$ cat src/rtl/spi_eeprom_target.sv
// SPI EEPROM-style read target clocked directly by the SPI clock.
// Serves command 0x03 (READ, 24-bit address, streaming auto-increment).
// Optional feature macro SPI_EEPROM_TARGET_STATUS_EN adds IN_status and
// command 0x05 (read status, streamed repeatedly).
module spi_eeprom_target #(
  parameter int unsigned MEM_AW = 24
) (
  input  logic        clk,
  input  logic        rst,
  input  logic        IN_cs,
  input  logic        IN_mosi,
  output logic        OUT_miso,
  output logic        OUT_memRe,
  output logic [23:0] OUT_memAddr,
  input  logic [7:0]  IN_memData,
`ifdef SPI_EEPROM_TARGET_STATUS_EN
  input  logic [7:0]  IN_status,
`endif
  output logic        OUT_busy,
  output logic        OUT_cmdErr
);

  localparam int unsigned CNT_W     = 5;
  localparam int unsigned ADDR_BITS = 24;
  localparam logic [7:0]  CMD_READ  = 8'h03;
`ifdef SPI_EEPROM_TARGET_STATUS_EN
  localparam logic [7:0]  CMD_STATUS = 8'h05;
`endif
  localparam logic [23:0] ADDR_MASK = 24'((25'd1 << MEM_AW) - 25'd1);
  localparam logic [CNT_W-1:0] CNT_CMD_LAST  = CNT_W'(7);
  localparam logic [CNT_W-1:0] CNT_ADDR_LAST = CNT_W'(ADDR_BITS - 1);
  localparam logic [CNT_W-1:0] CNT_ADDR_WAIT = CNT_W'(ADDR_BITS);
  localparam logic [CNT_W-1:0] CNT_BIT_LAST  = CNT_W'(7);

  typedef enum logic [2:0] {IDLE, CMD, ADDR, TURN, DATA, IGNORE} state_e;

  state_e             state_q, state_d;
  logic [CNT_W-1:0]   cnt_q, cnt_d;
  logic [22:0]        in_sr_q, in_sr_d;
  logic [7:0]         out_sr_q, out_sr_d;
  logic [23:0]        addr_q, addr_d;
  logic [7:0]         buf_q, buf_d;
  logic               rd_dly_q, rd_dly_d;
  logic               mem_re_q, mem_re_d;
  logic [23:0]        mem_addr_q, mem_addr_d;
  logic               busy_q, busy_d;
  logic               cmd_err_q, cmd_err_d;
  logic               armed_q, armed_d;
  logic               status_mode_q, status_mode_d;

  logic [7:0]         cmd_byte_c;
  logic [23:0]        addr_full_c;
  logic [23:0]        next_addr_c;
  logic [7:0]         stat_byte_c;

  assign cmd_byte_c  = {in_sr_q[6:0], IN_mosi};
  assign addr_full_c = {in_sr_q, IN_mosi} & ADDR_MASK;
  assign next_addr_c = (addr_q + 24'd1) & ADDR_MASK;
`ifdef SPI_EEPROM_TARGET_STATUS_EN
  assign stat_byte_c = IN_status;
`else
  assign stat_byte_c = 8'h00;
`endif

  // Next-state and output decode; chip-select high overrides every state.
  always_comb begin
    state_d       = state_q;
    cnt_d         = cnt_q;
    in_sr_d       = in_sr_q;
    out_sr_d      = out_sr_q;
    addr_d        = addr_q;
    buf_d         = rd_dly_q ? IN_memData : buf_q;
    rd_dly_d      = mem_re_q;
    mem_re_d      = 1'b0;
    mem_addr_d    = mem_addr_q;
    busy_d        = 1'b0;
    cmd_err_d     = 1'b0;
    armed_d       = armed_q;
    status_mode_d = status_mode_q;
    if (IN_cs) begin
      state_d       = IDLE;
      cnt_d         = '0;
      in_sr_d       = '0;
      out_sr_d      = '0;
      armed_d       = 1'b1;
      status_mode_d = 1'b0;
    end else begin
      case (state_q)
        IDLE: begin
          // After reset a fresh chip-select low edge is required.
          if (armed_q) begin
            in_sr_d = {22'd0, IN_mosi};
            cnt_d   = CNT_W'(1);
            state_d = CMD;
          end
        end
        CMD: begin
          in_sr_d = {in_sr_q[21:0], IN_mosi};
          cnt_d   = cnt_q + CNT_W'(1);
          if (cnt_q == CNT_CMD_LAST) begin
            cnt_d   = '0;
            in_sr_d = '0;
            if (cmd_byte_c == CMD_READ) begin
              state_d = ADDR;
`ifdef SPI_EEPROM_TARGET_STATUS_EN
            end else if (cmd_byte_c == CMD_STATUS) begin
              state_d       = DATA;
              status_mode_d = 1'b1;
              out_sr_d      = stat_byte_c;
              busy_d        = 1'b1;
`endif
            end else begin
              state_d   = IGNORE;
              cmd_err_d = 1'b1;
            end
          end
        end
        ADDR: begin
          // One extra cycle after bit 0 lets the memory respond before TURN.
          if (cnt_q == CNT_ADDR_WAIT) begin
            state_d = TURN;
            busy_d  = 1'b1;
          end else begin
            in_sr_d = {in_sr_q[21:0], IN_mosi};
            cnt_d   = cnt_q + CNT_W'(1);
            if (cnt_q == CNT_ADDR_LAST) begin
              mem_re_d   = 1'b1;
              mem_addr_d = addr_full_c;
              addr_d     = addr_full_c;
            end
          end
        end
        TURN: begin
          state_d  = DATA;
          busy_d   = 1'b1;
          cnt_d    = '0;
          out_sr_d = IN_memData;
        end
        DATA: begin
          busy_d = 1'b1;
          if (cnt_q == CNT_BIT_LAST) begin
            cnt_d    = '0;
            out_sr_d = status_mode_q ? stat_byte_c : buf_q;
          end else begin
            cnt_d    = cnt_q + CNT_W'(1);
            out_sr_d = {out_sr_q[6:0], 1'b0};
            // Prefetch the next byte while bit 6 is on the wire.
            if ((cnt_q == '0) && !status_mode_q) begin
              mem_re_d   = 1'b1;
              addr_d     = next_addr_c;
              mem_addr_d = next_addr_c;
            end
          end
        end
        IGNORE: begin
          state_d = IGNORE;
        end
        default: begin
          state_d = IDLE;
        end
      endcase
    end
  end

  // State and datapath registers with synchronous reset.
  always_ff @(posedge clk) begin
    if (rst) begin
      state_q       <= IDLE;
      cnt_q         <= '0;
      in_sr_q       <= '0;
      out_sr_q      <= '0;
      addr_q        <= '0;
      buf_q         <= '0;
      rd_dly_q      <= 1'b0;
      mem_re_q      <= 1'b0;
      mem_addr_q    <= '0;
      busy_q        <= 1'b0;
      cmd_err_q     <= 1'b0;
      armed_q       <= 1'b0;
      status_mode_q <= 1'b0;
    end else begin
      state_q       <= state_d;
      cnt_q         <= cnt_d;
      in_sr_q       <= in_sr_d;
      out_sr_q      <= out_sr_d;
      addr_q        <= addr_d;
      buf_q         <= buf_d;
      rd_dly_q      <= rd_dly_d;
      mem_re_q      <= mem_re_d;
      mem_addr_q    <= mem_addr_d;
      busy_q        <= busy_d;
      cmd_err_q     <= cmd_err_d;
      armed_q       <= armed_d;
      status_mode_q <= status_mode_d;
    end
  end

  assign OUT_miso    = out_sr_q[7];
  assign OUT_memRe   = mem_re_q;
  assign OUT_memAddr = mem_addr_q;
  assign OUT_busy    = busy_q;
  assign OUT_cmdErr  = cmd_err_q;

endmodule

$ cat config.mk
export PLATFORM = sky130hd
export DESIGN_NAME = spi_eeprom_target
export DESIGN_NICKNAME = d
export VERILOG_FILES = /design/src/rtl/spi_eeprom_target.sv
export SDC_FILE = /design/constraint.sdc
export NUM_CORES = 1
export LEC_CHECK = 0
export ABC_AREA = 1
export CORE_MARGIN = 5
export CORE_UTILIZATION = 55
export CTS_CLUSTER_DIAMETER = 120
export DETAILED_ROUTE_END_ITERATION = 8
export PLACE_DENSITY = 0.74
export RECOVER_POWER = 25
export SLEW_MARGIN = 10
export SYNTH_ARGS = -nofsm -noshare
export SYNTH_HDL_FRONTEND = slang
export SYNTH_SLANG_ARGS = --single-unit
$ cat constraint.sdc
create_clock -name clk -period 4.4 [get_ports clk]
set_input_delay 0.44 -clock clk [delete_from_list [all_inputs] [get_ports clk]]
set_output_delay 0.44 -clock clk [all_outputs]
set_load 0.01 [all_outputs]
### Word-level counts from Yosys, hierarchy flattened

Cells that the tools add are included.

* output and inout bits: 28
* input bits: 12
* register bits: 76
* word-level logic and storage cells: 75

* add/subtract/negate cells: 2
* equality and inequality tests: 16
* reduce and logical (&&, ||, !) cells: 14
* multiplexer cells: 28
* bitwise gates (word level): 4

Operators by type and width (number)
* 24-bit 2-to-1 mux: 4
* 23-bit 2-to-1 mux: 3
* 23-bit one-hot mux with 3 select lines: 1
* 24-bit one-hot mux with 2 select lines: 1
* 24-bit by 1-bit adder with 24-bit output, second input constant: 1
* 5-bit one-hot mux with 4 select lines: 1
* 3-bit one-hot mux with 6 select lines: 1
* 8-bit one-hot mux with 2 select lines: 1
* 5-bit 2-to-1 mux: 3
* 2-bit inequality test, second input constant: 7
* 3-bit 2-to-1 mux: 4
* 5-bit equality test, second input constant: 2
* 8-bit by 2-bit equality test with 1-bit output, second input constant: 1
* 8-bit 2-to-1 mux: 1
* 3-bit by 2-bit equality test with 1-bit output, second input constant: 2
* 3-bit equality test, second input constant: 2
* 1-bit 2-to-1 mux: 6
* 3-bit AND reduction: 2
* 6-bit AND reduction: 1
* 2-bit OR reduction: 3
* 5-bit by 1-bit adder with 5-bit output, second input constant: 1
* 5-bit by 3-bit equality test with 1-bit output, second input constant: 1
* 5-bit logical NOT: 1
* 1-bit inverter: 4
* 8 further kinds: 10

### Logic depth before layout (Yosys ltp)

* depth after elaboration: 4
* depth in mapped cells: 12
* mapped depth without buffers: 12

### Least setup slack after synthesis

Ideal clock, no wire load.

* path kind: reg-to-reg
* start: reg OUT_memAddr[1] (netlist name)
* end: reg mem_addr_q[12], in the netlist OUT_memAddr[12]
* arrival: 1.433 ns
* stages on the path, launching flop included: 11
* period minus slack after synthesis: 1.544 ns
* setup time: 0.111 ns
* path buffers: 0
* data required time: 4.289 ns
* setup slack: 2.856 ns
* cells stage by stage: dfxtp_1 -> ha_1 -> nand2_1 -> nor2_1 -> nand2_1 -> nor2_1 -> nand3_1 -> o21ai_0 -> nand2_1 -> nand2_1 -> nor2_1

RTL lines
* to (signal assigned): line 190 `mem_addr_q <= mem_addr_d;`
* to (decl): line 45 `logic [23:0] mem_addr_q, mem_addr_d;`

### Worst setup path after layout

* start: reg state_q[2]
* end: reg mem_addr_q[12], in the netlist OUT_memAddr[12]

* cells in the longest elaborated chain, start to end: 3
* elaborated cells between the ends (all ways): 9
* those cells by class: eq/ne (6); mux (1); reduce/logical (2)

RTL lines
* from (decl): line 37 `state_e state_q, state_d;`
* from (signal assigned): line 182 `state_q <= state_d;`
* 3-bit equality test / 3-bit by 2-bit equality test with 1-bit output (equally long branches): line 88 `case (state_q)`
* 2-bit inequality test (no line) / 2-bit nonzero test (equally long branches)
* 6-bit AND reduction (no line)

Parallel ways exist; a longest one is shown, timed or not.
A chain may end at the register's enable or synchronous reset.

==> results.md <==
* Hold_buf cts at 0
* Clock Latency Late Sink at 350 ps
* Final setup violation count at 0
* Syn Area/Cell at 6.31 sq um
* # resized after CTS at 0
* Commonest cells after routing, fill and taps aside: nand2_1, nor2_1, dfxtp_1, o21ai_0
* Ranking of synthesized cells by area: dfxtp_1, nand2_1, nor2_1
* Synth Instances at 622
* Rows at 30
* Inserted Clock Buffers at 9
* Slowest-stage cell, CP: dfxtp_1
* Register area share after synthesis at 0.388
* Initial antenna violation count at 0
* Root Buffer: clkbuf_8
* Slowest cell delay on critical path at 420 ps
* Routed len/inst at 12.9 um
* Final Net Count at 666
* Synth-to-layout area growth at 15.5%
* Post-Syn Nets at 637
* CP Launch Type: flip-flop
* Setup_tns at 0 ps
* CP Buf/Inv Count at 5
* Crit. End Element: flip-flop
* Drt total wl at 9.66 mm
* Post-route DRC at 0
* Global route overflow at 0
* Synth warnings at 0
* Io pins at 40
* Die footprint at 8930 sq um
* Core area at 6870 sq um
* RSZ-0062 raised after global routing: no
* Cell Chain, Critical Path: inv_2 -> nor2_2 -> buf_4 -> nand3_1 -> nand2_1 -> nand2_1 -> buf_4 -> inv_2 -> o21ai_0 -> nand2_1 -> inv_1 -> nor2_1
* GP Congestion at 0.907
* Post-synthesis instance area at 3930 sq um
* Htree depth at 3
* Count of clock tree sinks at 76
* Yosys cell types at 35
* Port Buffers at 39
* Leak at 1.62 nW
* #FFs+latches synth at 76
* WHS Path Cells at 2
* Critical setup path kind: reg -> reg
* Max Fclk at 371 MHz
* FF-to-FF path depth at 12
* Fill cells at 644
* Cell family with most CP delay: buffers and inverters
* CTS tree: built
* Min-delay worst type: reg -> reg
* Die width at 94.5 um
* Detailed Routing Iterations Pass 1 at 6
* Final period util at 0.612
* DR vias at 3990
* Drt via density at 5.31
* Outcome: finished clean
* CP arrival at 2980 ps
* Pins Over Slew Limit at 0
* Max VDD drop at 0.186 mV
* Post-DP HPWL at 6.76 mm
* Worst-path fanout max at 49
* Ant. Diodes at 0
* Worst Tran Pin Value at 1030 ps
* Most common cell after layout, fill and taps aside: nand2_1
* Max-cap violations at 0
* Setup Slack @ Placement at 1770 ps
* GR Util All Layers at 0.229
* Worst r2r dst: OUT_memAddr[12]
* Yosys top cell by area: dfxtp_1
* Worst Hold Path EP: rd_dly_q
* Largest net degree at the start of global routing at 50
* Most frequent CP cell: nand2_1
* Final WS setup at 1710 ps
* Initial Util at 0.571
* Layout cell share with drive strength beyond 1 at 0.0473
* Slew Limit Headroom at 0.312
* Synth top area share at 0.388
* Cell Pwr Density at 291 nW/um^2
* Required @ worst endpoint at 4690 ps
* Min Tclk post-route at 2690 ps
* Tot Pwr at 1.32 mW
* Worst Skew at 7.12 ps
* DRT iter0 DRCs at 309
* DRT antenna net count at 0
* R2R Setup Slk at 1710 ps
* CTS clk-pin slew, worst paths at 80 ps
* Critical hold path startpoint: OUT_memRe
* Reg2reg start: state_q[2]
* Post-CTS Setup Bufs at 0
* First-pass GRT wire length at 16.3 mm
* Vias in the first global route at 3548
* Clock Tree Buf Depth at 2
* Final hold violations at 0
* Die Span Y at 94.5 um
[worst register-to-register path, stage by stage (launching register included)]
cell     delay, ps
dfxtp_1        420
inv_2          110
nor2_2         110
buf_4          410
nand3_1        170
nand2_1         90
nand2_1        340
buf_4          350
inv_2          240
o21ai_0        180
nand2_1        110
inv_1           40
nor2_1          70
[cell families (layout without fill, tap and decap cells)]
kind of cell    Yosys count  in the layout  synth area share
simple gates            347            347             0.362
compound gates          116            116             0.153
buf+inv                  77            111            0.0816
flops                    76             76             0.388
fa+ha+maj                 3              3           0.00956
xor+xnor                  3              3           0.00670
[area by class of cell]
cell class | instances | area, sq um | area share
Timing Repair Buffer | 42 | 413 | 0.0911
Multi-Input combinational cell | 469 | 2080 | 0.459
Clock inverter | 7 | 76.3 | 0.0168
Sequential cell | 76 | 1520 | 0.336
Clock buffer | 9 | 124 | 0.0273
Inverter | 53 | 199 | 0.0439
Tap cell | 96 | 120 | 0.0265
[how the worst max path moves through the flow]
stage	endpoint	startpoint	cells after the start
finish	OUT_memAddr[12]	state_q[2]	12
global route	OUT_memAddr[12]	state_q[2]	12
CTS	OUT_memAddr[12]	state_q[2]	12
detailed placement	OUT_cmdErr	rst	5
global placement	OUT_cmdErr	rst	5
floorplan	OUT_memAddr[12]	OUT_memAddr[1]	10
[where the power goes]
group | switching [mW] | internal [mW]
registers | 0.00565 | 0.693
clock network | 0.274 | 0.263
logic | 0.0565 | 0.0279
total | 0.336 | 0.984
[registers in the layout, indices dropped and copies added (netlist names)]
signal	flops
OUT_memAddr	24
OUT_busy	1
in_sr_q	23
state_q	3
cnt_q	5
OUT_cmdErr	1
armed_q	1
OUT_memRe	1
rd_dly_q	1
out_sr_q	8
buf_q	8
[per-stage QoR]
step                utilization  area, sq um  cells  hold slack [ps]
CTS                       0.660         4540    752              456
global placement          0.631         4340    736              436
detailed placement        0.631         4340    736              431
finish                    0.660         4530    752              452
floorplan                     -         3930    622              446
global route              0.660         4530    752              465
[Yosys cell counts]
| master | n |
|---|---|
| clkinv_1 | 1 |
| nand3_1 | 36 |
| nor2_1 | 122 |
| inv_2 | 3 |
| inv_1 | 49 |
| nand2_1 | 165 |
| xnor2_1 | 1 |
| nand2_2 | 1 |
| buf_2 | 10 |
| o22ai_1 | 1 |
| nor2_4 | 1 |
| and2_1 | 1 |
| o21bai_1 | 1 |
| nor2_2 | 1 |
| a21boi_0 | 1 |
| nor3_2 | 1 |
| buf_4 | 1 |
| o21ai_1 | 1 |
| o21ai_0 | 54 |
| nor3b_1 | 1 |
| nor4_1 | 1 |
| a21oi_1 | 49 |
| a31oi_1 | 8 |
| a211oi_1 | 1 |
| clkbuf_1 | 9 |
| dfxtp_1 | 76 |
| nand3b_1 | 1 |
| nand3_2 | 2 |
| ha_1 | 3 |
| xor2_1 | 2 |
| buf_6 | 2 |
| or2_2 | 4 |
| nor3_1 | 5 |
| buf_1 | 2 |
| nand4_1 | 5 |
[routing by layer]
layer / global-route usage / vias up / wire length (um)
li1: - / 2053 / -
met1: 0.307 / 1797 / 4570
met2: 0.368 / 123 / 4430
met3: 0.0414 / 17 / 505
met4: 0.0817 / 0 / 153
met5: 0 / - / 0
Note: power is estimated with default switching activity, not from simulation.
